==> config.mk <==
export PLATFORM = sky130hd
export DESIGN_NAME = rv32m_div
export DESIGN_NICKNAME = d
export VERILOG_FILES = /design/src/rtl/rv32m_div.sv
export SDC_FILE = /design/constraint.sdc
export NUM_CORES = 1
export LEC_CHECK = 0
export CAP_MARGIN = 15
export CORE_UTILIZATION = 58
export DETAILED_ROUTE_END_ITERATION = 7
export DONT_BUFFER_PORTS = 1
export MAX_ROUTING_LAYER = met4
export PLACE_DENSITY_LB_ADDON = 0.15
export SYNTH_ARGS = -nofsm -noshare
export SYNTH_HDL_FRONTEND = slang
export SYNTH_SLANG_ARGS = --single-unit
==> constraint.sdc <==
create_clock -name clk -period 6.1 [get_ports clk]
set_input_delay 1.525 -clock clk [delete_from_list [all_inputs] [get_ports clk]]
set_output_delay 1.525 -clock clk [all_outputs]
set_load 0.03 [all_outputs]
==> src/rtl/rv32m_div.sv <==
// rv32m_div: iterative RV32M divider (DIV/DIVU/REM/REMU).
// One restoring-division step per cycle on operand magnitudes, with the
// sign fix-up applied as the last step retires. Divide-by-zero and signed
// overflow can optionally skip the iteration entirely (EARLY_OUT).
module rv32m_div #(
  parameter int EARLY_OUT = 1
) (
  input  logic        clk,
  input  logic        rst,
  input  logic        start,
  input  logic [1:0]  op,
  input  logic [31:0] rs1val,
  input  logic [31:0] rs2val,
  input  logic [4:0]  rd_in,
  input  logic        kill,
  output logic        busy,
  output logic [4:0]  rd,
  output logic [31:0] rrd,
  output logic        we
);

  localparam logic [1:0] IDLE = 2'd0;
  localparam logic [1:0] RUN  = 2'd1;
  localparam logic [1:0] DONE = 2'd2;

  logic [1:0]  state;
  logic [5:0]  cnt;
  logic        rem_q;   // 1 = REM/REMU result wanted
  logic        sa_q;    // dividend negative (signed ops only)
  logic        sb_q;    // divisor negative (signed ops only)
  logic        dz_q;    // divisor was zero
  logic [4:0]  rd_q;
  logic [31:0] dvs;     // divisor magnitude
  logic [31:0] quo;     // dividend bits shifting out, quotient bits shifting in
  logic [31:0] prem;    // partial remainder

  // Operand decode at acceptance
  logic        signed_op, a_neg, b_neg, dz, ovf;
  logic [31:0] a_mag, b_mag, early_res;

  assign signed_op = ~op[0];
  assign a_neg     = signed_op & rs1val[31];
  assign b_neg     = signed_op & rs2val[31];
  assign a_mag     = a_neg ? -rs1val : rs1val;
  assign b_mag     = b_neg ? -rs2val : rs2val;
  assign dz        = (rs2val == 32'd0);
  assign ovf       = signed_op && (rs1val == 32'h8000_0000) && (rs2val == 32'hFFFF_FFFF);
  assign early_res = dz ? (op[1] ? rs1val : 32'hFFFF_FFFF)
                        : (op[1] ? 32'd0  : 32'h8000_0000);

  // Restoring step: shift remainder left, trial-subtract, set quotient bit
  logic [32:0] rem_sh, diff;
  logic        q_bit;
  logic [31:0] rem_nx, quo_nx;

  assign rem_sh = {prem, quo[31]};
  assign diff   = rem_sh - {1'b0, dvs};
  assign q_bit  = ~diff[32];
  assign rem_nx = q_bit ? diff[31:0] : rem_sh[31:0];
  assign quo_nx = {quo[30:0], q_bit};

  // Sign fix-up; a zero divisor keeps the all-ones quotient un-negated
  logic        q_neg;
  logic [31:0] q_res, r_res, res;

  assign q_neg = (sa_q ^ sb_q) & ~dz_q;
  assign q_res = q_neg ? -quo_nx : quo_nx;
  assign r_res = sa_q ? -rem_nx : rem_nx;
  assign res   = rem_q ? r_res : q_res;

  // Control FSM and datapath registers
  always_ff @(posedge clk) begin
    if (rst) begin
      state <= IDLE;
      cnt   <= 6'd0;
      rem_q <= 1'b0;
      sa_q  <= 1'b0;
      sb_q  <= 1'b0;
      dz_q  <= 1'b0;
      rd_q  <= 5'd0;
      dvs   <= 32'd0;
      quo   <= 32'd0;
      prem  <= 32'd0;
      rd    <= 5'd0;
      rrd   <= 32'd0;
    end else begin
      case (state)
        IDLE: begin
          if (start && !kill) begin
            rem_q <= op[1];
            sa_q  <= a_neg;
            sb_q  <= b_neg;
            dz_q  <= dz;
            rd_q  <= rd_in;
            dvs   <= b_mag;
            quo   <= a_mag;
            prem  <= 32'd0;
            cnt   <= 6'd0;
            if ((EARLY_OUT != 0) && (dz || ovf)) begin
              state <= DONE;
              rd    <= rd_in;
              rrd   <= early_res;
            end else begin
              state <= RUN;
            end
          end
        end
        RUN: begin
          if (kill) begin
            state <= IDLE;
          end else begin
            prem <= rem_nx;
            quo  <= quo_nx;
            cnt  <= cnt + 6'd1;
            if (cnt == 6'd31) begin
              state <= DONE;
              rd    <= rd_q;
              rrd   <= res;
            end
          end
        end
        default: state <= IDLE;  // DONE lasts one cycle; kill lands here too
      endcase
    end
  end

  assign busy = (state != IDLE);
  assign we   = (state == DONE) && (rd != 5'd0);

endmodule

==> metrics.md <==
| Metric | Value |
|---|---|
| Average size of a mapped cell | `7.30 um2` |
| Pin count of the biggest net entering global routing | `154` |
| Cell Pwr Density | `224 nW/um2` |
| Grt ovf | `0` |
| Critical path fanouts, max | `8` |
| Setup tns final | `0 ps` |
| HPWL Detailed | `27.0 mm` |
| Reg-to-reg slack, setup | `1270 ps` |
| Multi-input gate area | `8180 um2` |
| PortBufs | `0` |
| Cell mode on critical path | `ha_1` |
| Final period util | `79.2%` |
| Initial DRC Count | `1171` |
| Fin. max-slew vios | `0` |
| Synth Cell Area | `11800 um2` |
| Die Ht | `145 um` |
| Cells after Synth | `1615` |
| Synth area leader | `dfxtp_1` |
| CP max stage delay | `410 ps` |
| Top FF cell, synth | `dfxtp_1` |
| Die W | `145 um` |
| Unrepaired setup endpoints after global routing | `no` |
| Peak supply drop | `0.196 mV` |
| Leak Pwr | `0.00458 uW` |
| Ant diodes | `0` |
| Pre-antenna DRT Iters | `6` |
| Row cnt | `51` |
| Asr flop ratio synth | `0%` |
| Crit. End Element | `register` |
| Routability cong. | `0.935` |
| Avg WL per Cell | `20.2 um` |
| Vias | `12067` |
| Worst-Skew Late Latency | `450 ps` |
| Crit path DAT | `5170 ps` |
| Initial antenna violation count | `0` |
| Starting Density | `59.8%` |
| Setup crit start kind | `register` |
| Post-synthesis sequential area ratio | `25.5%` |
| Total CTS buffers | `17` |
| Hold_buf cts | `0` |
| Fmax | `0.207 GHz` |
| Library cells used by synthesis | `76` |
| Synthesis-stage register bit count | `150` |
| Routed WL | `37.0 mm` |
| Max-slew headroom | `32.7%` |
| Reg clk slew, reported paths | `70 ps` |
| CTS tree | `yes` |
| Critical Path RT | `6430 ps` |
| DR DRC count | `0` |
| First-pass GRT wire length | `57.1 mm` |
| Critical path class | `reg2reg` |
| Core area | `19700 um2` |
| Number of fill cells | `1847` |
| Clock skew | `22.6 ps` |
| Reg-to-reg critical path startpoint | `quo[31]` |
| Cells after DPL | `1797` |
| Syn nets | `1729` |
| Status | `finished clean` |
| CTS Sinks | `150` |
| Worst path cell trace | `inv_1, ha_1, fa_1, nand2b_1, a21oi_2, o211a_1, o311ai_0, o211a_2, inv_2, nor2_1, a21oi_1, ha_1, nand2_1, or3_1, mux2i_1, o221a_2, o211ai_1, o21ai_0, xor2_1, o41ai_1` |
| Area contributors post-synth | `dfxtp_1 (25%), nor2_1 (7.1%), a21oi_1 (5.1%), xor2_1 (5.1%), nand2_1 (4.9%)` |
| Worst-Margin Slew | `1010 ps` |
| Final hold vios | `0` |
| Yosys top cell area share | `25.5%` |
| Number of global-route vias before repair | `10677` |
| Hold Path Origin | `rd_q[1]` |
| Post-synth EDFFs | `0` |
| Setup violations, final | `0` |
| Sequential cell area | `3000 um2` |
| Area growth, synth to finish | `6.00%` |
| Finished Layout Cells | `1830` |
| Detail Route Antenna Nets | `0` |
| Share of layout cells above drive strength 1 | `6.13%` |
| Total GRT Usage | `36.5%` |
| # IOs | `114` |
| Drt via density | `6.59` |
| Final min period | `4830 ps` |
| CTS root buf | `clkbuf_16` |
| Ys Warns | `0` |
| Bufs on Longest Clock Path | `2` |
| HP Class | `reg2reg` |
| Die area | `20900 um2` |
| Max Cap Viol | `0` |
| Slowest-stage cell, CP | `fa_1` |
| Setup bufs post-CTS | `0` |
| Nets | `1666` |
| Worst setup startpoint | `quo[31]` |
| Clock H-tree levels | `4` |
| PostCTS Resize Cnt | `0` |
==> cells in the mapped netlist, types with 26 or more instances <==
master,count
nor2_1,224
nand2_1,153
dfxtp_1,150
a21oi_1,121
o21ai_0,100
clkbuf_1,82
xor2_1,69
xnor2_1,62
a211oi_1,55
inv_1,53
nor3_1,47
a22oi_1,38
ha_1,38
a311oi_1,26
==> stage by stage <==
step	setup WS, ps	cell area [um2]	hold slack [ps]	power, uW	utilization (%)
CTS	1320	12500	457	2790	63.3
global placement	1180	11900	441	1710	60.3
finish	1270	12500	460	2790	63.4
floorplan	1300	11800	432	1580	-
global route	938	12500	484	2910	63.4
detailed placement	1110	11900	446	1720	60.3
==> logic make-up after synthesis <==
family / count (synthesis) / share of synthesized area [%]
fa+ha+maj: 39 / 4.20
mux: 38 / 3.39
xor+xnor: 131 / 9.73
simple gates: 592 / 23.1
compound gates: 507 / 28.8
buf+inv: 158 / 5.29
flops: 150 / 25.5
==> final timing paths <==
kind	endpoint	cells after the start
hold / removal	rd_q[1]	2
hold reg to reg	rd_q[1]	2
setup / recovery	rrd[26]	20
setup reg to reg	rrd[26]	20
==> routing by layer <==
layer  vias up  track usage (%)  share of wire, %
met5         -                -                 0
met3        78             7.81               8.6
met4         0             12.6               2.7
met1      5705             48.6                44
li1       5764                -                 -
met2       520             54.2                45
==> cell type report <==
type,instances,area share (%)
multi-input cells,1307,65.5
flip-flops and latches,150,24.0
clock buffers,17,3.40
well taps,265,2.65
inverters,55,1.65
clock inverters,15,1.41
repair buffers,21,1.36
==> state kept, by name, indices dropped and copies added (netlist names) <==
| name | cells |
|---|---|
| quo | 32 |
| rd_q | 5 |
| rrd | 32 |
| state | 2 |
| dvs | 32 |
| rem_q | 1 |
| cnt | 6 |
| sb_q | 1 |
| dz_q | 1 |
| prem | 32 |
| sa_q | 1 |
| rd | 5 |
==> placed cells by master, fill, tap and decap left out, types with 24 or more instances in the layout <==
| master | netlist | routed |
|---|---|---|
| nand2_1 | 153 | 153 |
| inv_1 | 53 | 53 |
| xnor2_1 | 62 | 62 |
| o31ai_1 | 24 | 24 |
| ha_1 | 38 | 38 |
| a22oi_1 | 38 | 38 |
| a21oi_1 | 121 | 121 |
| xor2_1 | 69 | 69 |
| nor3_1 | 47 | 47 |
| a311oi_1 | 26 | 26 |
| nor2_1 | 224 | 221 |
| or3_1 | 25 | 25 |
| a211oi_1 | 55 | 55 |
| o21ai_0 | 100 | 100 |
| dfxtp_1 | 150 | 150 |
| nand3_1 | 24 | 24 |
==> where the power goes <==
group | switching [uW] | internal [uW]
clock | 526 | 556
combinational | 400 | 230
sequential | 61.5 | 1020
total | 987 | 1810
==> worst max-delay path, delay by kind of cell (launching register included) <==
kind,cells,cell delay (ps)
compound gates,9,2250
fa+ha+maj,3,890
simple gates,4,680
flops,1,400
mux,1,220
buf+inv,2,190
xor+xnor,1,100
Power figures use the tool's default switching activity.
